===== src/rtl/uart_tx.sv =====
// -----------------------------------------------------------------------------
// uart_tx -- UART transmitter for the APB UART peripheral.
//
// Sends 8-bit bytes LSB first as 8N1 frames on `tx`. A frame carries an even
// parity bit between D7 and the stop bit when the UART_TX_PARITY_EN macro is
// defined. Bit timing comes from the shared 16x oversampling `tick`.
// A one-entry holding register sits in front of the shifter, so software can
// queue the next byte while the current frame is still on the line.
//
// Ports:
//   clk       in   system clock; all logic uses the rising edge
//   rst       in   synchronous, active-high reset
//   tick      in   single-cycle pulse at 16x the baud rate
//   tx_data   in   byte to send; sampled when tx_start is accepted
//   tx_start  in   write strobe; accepted only while tx_ready = 1
//   tx        out  serial line; idles high; driven from a register
//   tx_ready  out  holding register empty (registered)
//   tx_busy   out  FSM is not in IDLE (registered)
//   tx_done   out  one-cycle pulse after the last tick of each stop bit
//
// Configuration macro: UART_TX_PARITY_EN (adds the PARITY state).
// -----------------------------------------------------------------------------
module uart_tx #(
  parameter int OVERSAMPLE = 16
) (
  input  logic       clk,
  input  logic       rst,
  input  logic       tick,
  input  logic [7:0] tx_data,
  input  logic       tx_start,
  output logic       tx,
  output logic       tx_ready,
  output logic       tx_busy,
  output logic       tx_done
);

  localparam logic [3:0] TICK_LAST = 4'(OVERSAMPLE - 1);

`ifdef UART_TX_PARITY_EN
  typedef enum logic [2:0] {IDLE, START, DATA, PARITY, STOP} state_t;
`else
  typedef enum logic [2:0] {IDLE, START, DATA, STOP} state_t;
`endif

  state_t     state_reg, state_next;
  logic [3:0] tick_cnt_reg, tick_cnt_next;
  logic [2:0] bit_cnt_reg, bit_cnt_next;
  logic [7:0] shift_reg, shift_next;
  logic [7:0] hold_reg, hold_next;
  logic       hold_valid_reg, hold_valid_next;
  logic       tx_reg, tx_next;
  logic       tx_ready_reg;
  logic       tx_busy_reg;
  logic       tx_done_reg, done_next;
  logic       load;
  logic       bit_end;

  // The tick that completes the current 16-tick bit period.
  assign bit_end = tick && (tick_cnt_reg == TICK_LAST);

  always_comb begin
    state_next      = state_reg;
    tick_cnt_next   = tick_cnt_reg;
    bit_cnt_next    = bit_cnt_reg;
    shift_next      = shift_reg;
    hold_next       = hold_reg;
    hold_valid_next = hold_valid_reg;
    load            = 1'b0;
    done_next       = 1'b0;

    // The tick counter runs in every active state and wraps 15 -> 0 by itself,
    // so the end of one bit period is also the start of the next.
    if (state_reg != IDLE && tick) begin
      tick_cnt_next = tick_cnt_reg + 4'd1;
    end

    case (state_reg)
      IDLE: begin
        if (hold_valid_reg) begin
          load          = 1'b1;
          tick_cnt_next = 4'd0;
          bit_cnt_next  = 3'd0;
          state_next    = START;
        end
      end
      START: begin
        if (bit_end) state_next = DATA;
      end
      DATA: begin
        if (bit_end) begin
          bit_cnt_next = bit_cnt_reg + 3'd1;
          if (bit_cnt_reg == 3'd7) begin
`ifdef UART_TX_PARITY_EN
            state_next = PARITY;
`else
            state_next = STOP;
`endif
          end
        end
      end
`ifdef UART_TX_PARITY_EN
      PARITY: begin
        if (bit_end) state_next = STOP;
      end
`endif
      STOP: begin
        if (bit_end) begin
          done_next = 1'b1;
          // A queued byte starts immediately: no idle gap between frames.
          if (hold_valid_reg) begin
            load          = 1'b1;
            tick_cnt_next = 4'd0;
            bit_cnt_next  = 3'd0;
            state_next    = START;
          end else begin
            state_next = IDLE;
          end
        end
      end
      default: state_next = IDLE;
    endcase

    if (load) begin
      shift_next      = hold_reg;
      hold_valid_next = 1'b0;
    end

    // Acceptance is gated by the registered ready flag. Should it coincide
    // with a load, the old byte has already gone to the shifter above and the
    // new one takes the holding register.
    if (tx_start && tx_ready_reg) begin
      hold_next       = tx_data;
      hold_valid_next = 1'b1;
    end

    // Line level is decoded from the next state so the register output
    // changes on the same edge as the state transition.
    case (state_next)
      START:   tx_next = 1'b0;
      DATA:    tx_next = shift_next[bit_cnt_next];
`ifdef UART_TX_PARITY_EN
      PARITY:  tx_next = ^shift_next;
`endif
      default: tx_next = 1'b1;
    endcase
  end

  always_ff @(posedge clk) begin
    if (rst) begin
      state_reg      <= IDLE;
      tick_cnt_reg   <= 4'd0;
      bit_cnt_reg    <= 3'd0;
      shift_reg      <= 8'd0;
      hold_reg       <= 8'd0;
      hold_valid_reg <= 1'b0;
      tx_reg         <= 1'b1;
      tx_ready_reg   <= 1'b1;
      tx_busy_reg    <= 1'b0;
      tx_done_reg    <= 1'b0;
    end else begin
      state_reg      <= state_next;
      tick_cnt_reg   <= tick_cnt_next;
      bit_cnt_reg    <= bit_cnt_next;
      shift_reg      <= shift_next;
      hold_reg       <= hold_next;
      hold_valid_reg <= hold_valid_next;
      tx_reg         <= tx_next;
      tx_ready_reg   <= ~hold_valid_next;
      tx_busy_reg    <= (state_next != IDLE);
      tx_done_reg    <= done_next;
    end
  end

  assign tx       = tx_reg;
  assign tx_ready = tx_ready_reg;
  assign tx_busy  = tx_busy_reg;
  assign tx_done  = tx_done_reg;

endmodule


===== config.mk =====
export PLATFORM = sky130hd
export DESIGN_NAME = uart_tx
export DESIGN_NICKNAME = d
export VERILOG_FILES = /design/src/rtl/uart_tx.sv
export SDC_FILE = /design/constraint.sdc
export NUM_CORES = 1
export LEC_CHECK = 0
export ABC_CLOCK_PERIOD_IN_PS = 2200
export CAP_MARGIN = 0
export CORE_UTILIZATION = 54
export DETAILED_ROUTE_END_ITERATION = 7
export PLACE_DENSITY = 0.81
export SYNTH_ARGS = -nofsm -noshare
export SYNTH_HDL_FRONTEND = slang
export SYNTH_SLANG_ARGS = --single-unit

===== constraint.sdc =====
create_clock -name clk -period 2.2 [get_ports clk]
set_input_delay 0.22 -clock clk [delete_from_list [all_inputs] [get_ports clk]]
set_output_delay 0.22 -clock clk [all_outputs]
set_load 0.05 [all_outputs]

==> results of run 1 <==
[per-layer routing]
layer	up-vias	routed length (um)	global-route usage, %
met5	-	0	0
met4	0	81	14.9
met3	11	147	8.05
met2	38	1420	39.4
met1	560	1260	26.5
li1	611	-	-
[logic make-up after synthesis]
logic type	count (synthesis)
muxes	12
buffers and inverters	14
AOI/OAI and AO/OA	32
xor gates and xnor gates	3
DFF	31
adders and majority gates	3
other	1
and+or+nand+nor	63
[per-stage QoR]
stage | hold WS, ns | utilization [%] | setup WS (ns) | setup TNS, ns | power (mW)
final | 0.439 | 69.4 | 0.0858 | 0 | 1.09
after floorplan | 0.367 | - | 0.210 | 0 | 0.681
after detailed placement | 0.449 | 65.2 | -0.0619 | -0.0619 | 0.723
after global routing | 0.464 | 69.4 | -0.000830 | -0.000830 | 1.14
after global placement | 0.444 | 65.2 | 0.0178 | 0 | 0.719
after CTS | 0.431 | 67.9 | 0.0376 | 0 | 1.09
[final timing paths]
kind / slack, ns / startpoint / endpoint / cells past startpoint
worst max-delay path: 0.09 / tick_cnt_reg[0] / tx / 6
worst max register to register: 0.09 / tick_cnt_reg[0] / tx / 6
worst min register to register: 0.46 / hold_reg[6] / hold_reg[6] / 2
worst min-delay path: 0.44 / tx_data[5] / hold_reg[5] / 3
[power groups by stage]
stage               clock [mW]  sequential [mW]  combinational, mW
floorplan                    0            0.613             0.0679
global placement             0            0.609              0.110
detailed placement           0            0.610              0.113
CTS                      0.384            0.597              0.114
global route             0.407            0.601              0.130
finish                   0.374            0.597              0.117
[area by class of cell]
type	instances	area, um2	area share, %
Tap cell	30	37.5	2.16
Timing Repair Buffer	23	210	12.1
Multi-Input combinational cell	114	778	44.9
Clock buffer	8	68.8	3.97
Inverter	5	18.8	1.08
Sequential cell	31	621	35.8
[cell usage after synthesis, types with 3 or more instances]
| master | count |
|---|---|
| sky130_fd_sc_hd__nor2_1 | 12 |
| sky130_fd_sc_hd__nor2b_1 | 3 |
| sky130_fd_sc_hd__a21oi_1 | 12 |
| sky130_fd_sc_hd__nor3_1 | 6 |
| sky130_fd_sc_hd__clkbuf_1 | 5 |
| sky130_fd_sc_hd__and4_1 | 3 |
| sky130_fd_sc_hd__ha_1 | 3 |
| sky130_fd_sc_hd__dfxtp_1 | 31 |
| sky130_fd_sc_hd__a211oi_1 | 3 |
| sky130_fd_sc_hd__nand3_1 | 8 |
| sky130_fd_sc_hd__mux2i_1 | 10 |
| sky130_fd_sc_hd__o21ai_0 | 4 |
| sky130_fd_sc_hd__inv_1 | 5 |
| sky130_fd_sc_hd__nand2_1 | 18 |
[critical path: cells and delay by family (launching register included)]
kind	cells	cell delay, ns
compound gates	2	0.58
fa+ha+maj	1	0.26
flops	1	0.38
simple gates	3	0.82
[timing repair]
item                       in CTS  in global routing
buffers inserted                0                  1
resized for setup               0                  8
setup endpoints to repair       0                  1
[layout by cell type, fill, tap and decap left out, drive strengths merged, types with 2 or more instances in the layout]
| cell type | netlist | final |
|---|---|---|
| inv | 5 | 5 |
| a211oi | 3 | 3 |
| nand4 | 3 | 3 |
| clkdlybuf4s50 | 0 | 15 |
| and4 | 3 | 3 |
| o21ai | 4 | 4 |
| ha | 3 | 3 |
| a31oi | 2 | 2 |
| mux2i | 11 | 11 |
| buf | 4 | 8 |
| or3 | 2 | 2 |
| nand3 | 8 | 8 |
| clkbuf | 5 | 8 |
| nor2b | 3 | 3 |
| nor3b | 2 | 2 |
| a21oi | 12 | 12 |
| nor2 | 12 | 12 |
| xor2 | 2 | 2 |
| and2 | 2 | 2 |
| nand2 | 18 | 18 |
| nand2b | 2 | 2 |
| a21o | 2 | 2 |
| dfxtp | 31 | 31 |
| nor3 | 6 | 6 |
==> qor.log, run 1 <==
[run_status] outcome complete, no violations
[layout] n_diodes 0
[synthesis] Syn Std Cell Area 1430 um2
[synthesis] dominant cell type by area after synthesis sky130_fd_sc_hd__dfxtp_1
[route] via count of the routed design 1220
[floorplan] Chip Height 53.5 um
[synthesis] unique cell type count in the Yosys netlist 43
[clock_tree] number of buffers on the longest clock path 2
[clock_tree] TritonCTS clock tree built
[place] number of placed instances, taps included 202
[layout] Post-Layout Cell Count 211
[floorplan] die span in x 53.5 um
[pwr] Power Internal 0.825 mW
[route] mean routed wirelength per cell 13.8 um
[worst_setup_path] cells along the critical path ha_1, and4_4, nand4_1, a32o_1, or3_1, a311oi_2
[sta] crit share post-route 96.1%
[pwr] switching pwr 0.264 mW
[pwr] P per Cell Area 628 nW/um2
[worst_setup_path] data arrival time of the critical path 2.37 ns
[route] number of nets with antenna violations after detailed routing 0
[global_routing] global routing usage summed across all routing layers 24.0%
[global_routing] wire length of the first global-routing pass 4810 um
[place] placer congestion estimate 0.867
[layout] ratio of cells with drive above 1 in the final layout 15.5%
[pwr] maximum VDD drop 543 uV
[clock_tree] buffer type at the clock tree root sky130_fd_sc_hd__clkbuf_4
[sta] Achievable Freq 473 MHz
[route] initial detailed-routing violation count 28
[worst_setup_path] Setup crit start kind flop
[route] DRT Wirelength 2910 um
[clock_tree] cts bufs inserted 5
[pwr] clock network power share 34.4%
[synthesis] async set-reset flop share out of synthesis 0%
[layout] Layout fillers 197
[synthesis] Avg Synthesized Cell Area 9.01 um2
[min_path] kind of path behind the tightest hold check primary input to flop
[floorplan] area inside the core boundary 2500 um2
[sta] total setup violations reported at the end of the flow 0
[place] Placed Instance Area 1630 um2
[synthesis] combinational family with the most area after synthesis simple AND/OR/NAND/NOR gates
[sta] worst clock skew 0.00419 ns
[layout] net count reported at finish 195
[place] half-perimeter wire length after placement 2070 um
[place] input/output buffers 15
[synthesis] biggest area contributors in the synthesized netlist sky130_fd_sc_hd__dfxtp_1, sky130_fd_sc_hd__mux2i_1, sky130_fd_sc_hd__nand2_1
[synthesis] Post-Syn Nets 174
[synthesis] post-synthesis xor/xnor area fraction 1.83%
[worst_setup_path] category of the critical setup timing path flop to flop
[clock_tree] hold buffers post-CTS 0
[floorplan] initial core utilization 57.3%
[layout] Final Instance Area 1730 um2
[pwr] share of total power in combinational logic 10.7%
[floorplan] number of cell rows 18
[worst_setup_path] highest fanout seen on the critical path 6
[worst_setup_path] critical path's largest stage delay 0.38 ns
[floorplan] I/O Pins 16
[synthesis] primary flip-flop cell chosen by synthesis mapping sky130_fd_sc_hd__dfxtp_1
[synthesis] number of synthesized flops with an enable pin 0
[synthesis] post-synthesis compound-gate area fraction 15.2%
[pwr] power share of the sequential group 54.9%
[worst_setup_path] required time at the worst-slack endpoint 2.45 ns
[global_routing] overflow left after global routing 0
[clock_tree] Sink Count 31
[clock_tree] Clock H-tree levels 2
[sta] number of hold violations in the final report 0
[synthesis] number of instances in the synthesized netlist 159
[sta] final count of pins violating max slew 0
[synthesis] register bit count reported by yosys 31
[global_routing] number of antenna violations at the first check in global routing 0
[global_routing] via count of the first global-routing pass 1132
[pwr] fraction of power spent switching nets 24.2%
[clock_tree] clock insertion delay at the later pin of the skew report 0.34 ns
[synthesis] Ys Warns 0
[clock_tree] clock transition at the registers of the reported paths 0.09 ns
[sta] crit path time final 2.11 ns
[route] Pre-antenna DRT Iters 4
[global_routing] largest net degree at the start of global routing 27
[route] drt via density 5.78
[pwr] static leakage 0.683 nW
[floorplan] area enclosed by the die boundary 2860 um2
[synthesis] mux contribution to synthesized area 9.34%
[layout] area growth from synthesis to layout 21.0%
[worst_setup_path] slowest stage cell, crit path sky130_fd_sc_hd__dfxtp_1
[flow_run] number of max-capacitance violations reported 0
[route] detailed-route DRC error count 0
[synthesis] Synth top area share 43.3%
[worst_setup_path] kind of capture point of the worst setup path flop
[synthesis] sequential area share after synthesis 43.3%
[synthesis] adder-cell share of the synthesized area 2.62%
[synthesis] synthesized-area fraction occupied by and/or/nand/nor cells 23.1%
Power figures use the tool's default switching activity.
==> inputs of run 2 (changes only) <==
- CTS_CLUSTER_DIAMETER: not set -> 80
- SLEW_MARGIN: not set -> 20
==> results of run 2 <==
No change in the layout: final DEF, timing and power equal those of run 1.
==> inputs of run 3 (changes only) <==
- CORE_MARGIN: not set -> 2
- PLACE_DENSITY: 0.81 -> 0.83
==> run 3 against run 2 <==
Clock power fell by 12%. Fmax grew 1.3%. Register-to-register slack improved by 0.03 ns. Critical path type unchanged. Global-route usage fell by 3.5 points.
==> qor.log, run 3 (same netlist as run 1, synthesis figures left out) <==
[worst_setup_path] critical path's largest stage delay 0.39 ns
[clock_tree] number of buffers on the longest clock path 2
[pwr] maximum VDD drop 522 uV
[place] placer congestion estimate 0.860
[clock_tree] clock insertion delay at the later pin of the skew report 0.33 ns
[global_routing] met3 routing resource usage after global routing 5.15%
[global_routing] via count of the first global-routing pass 1139
[route] mean routed wirelength per cell 13.9 um
[sta] crit path time final 2.09 ns
[floorplan] area enclosed by the die boundary 3080 um2
[min_path] kind of path behind the tightest hold check primary input to flop
[global_routing] number of antenna violations at the first check in global routing 0
[global_routing] wire length of the first global-routing pass 4930 um
[worst_setup_path] category of the critical setup timing path flop to flop
[worst_setup_path] Setup crit start kind flop
[global_routing] GR Util met1 22.6%
[worst_setup_path] slowest stage cell, crit path sky130_fd_sc_hd__dfxtp_1
[place] half-perimeter wire length after placement 2150 um
[sta] number of hold violations in the final report 0
[global_routing] largest net degree at the start of global routing 27
[layout] net count reported at finish 196
[clock_tree] Sink Count 31
[layout] top library cells by usage in the layout, fill and taps aside sky130_fd_sc_hd__dfxtp_1, sky130_fd_sc_hd__nand2_1, sky130_fd_sc_hd__clkdlybuf4s50_1
[route] detailed-route DRC error count 0
[floorplan] number of cell rows 18
[global_routing] global routing usage summed across all routing layers 20.5%
[worst_setup_path] launching point of the worst reg2reg path tick_cnt_reg[0]
[floorplan] die span in x 55.5 um
[clock_tree] buffer type at the clock tree root sky130_fd_sc_hd__clkbuf_4
[pwr] static leakage 0.681 nW
[floorplan] Chip Height 55.5 um
[clock_tree] cts bufs inserted 5
[sta] total setup violations reported at the end of the flow 0
[place] DP Worst Slack -0.111 ns
[sta] WHS 0.448 ns
[global_routing] Most Used Layer, Global Route met2
[worst_setup_path] setup slack, reg-to-reg 0.11 ns
[sta] worst clock skew 0.00261 ns
[layout] ratio of cells with drive above 1 in the final layout 17.1%
[global_routing] met2 Track Usage GR 34.9%
[place] input/output buffers 15
[route] Pre-antenna DRT Iters 4
[clock_tree] Clock H-tree levels 2
[sta] crit share post-route 94.9%
[flow_run] number of max-capacitance violations reported 0
[worst_setup_path] required time at the worst-slack endpoint 2.44 ns
[clock_tree] TritonCTS clock tree built
[layout] commonest non-fill, non-tap cell in the layout sky130_fd_sc_hd__dfxtp_1
[worst_setup_path] critical path capture point tx
[sta] unrepaired setup endpoints after global routing false
[sta] Final WS setup 0.113 ns
[floorplan] initial core utilization 57.3%
[layout] area growth from synthesis to layout 21.0%
[route] initial detailed-routing violation count 23
[worst_setup_path] highest fanout seen on the critical path 6
[layout] n_diodes 0
[sta] Achievable Freq 479 MHz
[floorplan] area inside the core boundary 2500 um2
[pwr] P per Cell Area 603 nW/um2
[worst_setup_path] reg-to-reg endpoint tx
[worst_setup_path] cells along the critical path ha_2, and4_4, nand4_1, a32oi_1, a211oi_1, o311a_1, a311oi_2
[clock_tree] clock transition at the registers of the reported paths 0.09 ns
[worst_setup_path] number of cell instances on the worst register-to-register path 7
[worst_setup_path] CP Launch Point tick_cnt_reg[0]
[run_status] outcome complete, no violations
[route] via count of the routed design 1250
[route] DRT Wirelength 2930 um
[floorplan] I/O Pins 16
[sta] final count of pins violating max slew 0
[route] drt via density 5.92
[global_routing] overflow left after global routing 0
[route] number of nets with antenna violations after detailed routing 0
[min_path] number of cells traversed by the worst hold path 3
[sta] total negative slack for setup checks 0 ns
[worst_setup_path] kind of capture point of the worst setup path flop
[worst_setup_path] data arrival time of the critical path 2.33 ns
run 3: metal layers:
layer | wire length, um | part of all wire, % | up-vias
li1 | - | - | 607
met1 | 1270 | 43 | 593
met2 | 1460 | 50 | 39
met3 | 120 | 4.1 | 11
met4 | 78 | 2.7 | 0
met5 | 0 | 0 | -
run 3: worst min-delay path by stage:
| stage | from | to | slack, ns |
|---|---|---|---|
| global route | tx_data[4] | hold_reg[4] | 0.46 |
| global placement | hold_reg[6] | hold_reg[6] | 0.44 |
| floorplan | tx_data[0] | hold_reg[0] | 0.37 |
| finish | tx_data[3] | hold_reg[3] | 0.45 |
| detailed placement | hold_reg[3] | hold_reg[3] | 0.45 |
| CTS | tx_data[3] | hold_reg[3] | 0.44 |
run 3: through the flow:
step                      util [%]  total power [mW]  area, um2  cells
after CTS                     67.7              1.05       1690    210
after floorplan                  -             0.681       1430    159
final                         69.4              1.05       1730    211
after global placement        65.5             0.719       1640    203
after detailed placement      65.5             0.724       1640    203
after global routing          69.4              1.09       1730    211
run 3: report_power, final:
part	total, mW	switching (mW)	internal, mW
Sequential	0.596	0.0158	0.580
Clock	0.330	0.182	0.148
Combinational	0.120	0.0624	0.0573
Total	1.05	0.260	0.785
run 3: worst max-delay path, delay by kind of cell (launching register included):
kind	cells	cell delay (ns)
adders and majority gates	1	0.24
DFF	1	0.39
AOI/OAI and AO/OA	4	0.97
and+or+nand+nor	2	0.41
run 3: cell type report:
class / count / area (um2)
multi-input combinational: 114 / 783
clock buffer: 6 / 51.3
clock inverter: 1 / 5.00
fill: 201 / 766
timing repair buffer: 24 / 218
inverter: 5 / 18.8
sequential: 31 / 621
tap: 30 / 37.5
run 3: repair_timing:
| action | 4_1_cts | 5_1_grt |
|---|---|---|
| endpoints found under the setup margin | 0 | 1 |
| setup buffers | 0 | 1 |
| resized for setup | 0 | 9 |
| hold endpoints to repair | 0 | 0 |
| hold buffers | 0 | 0 |
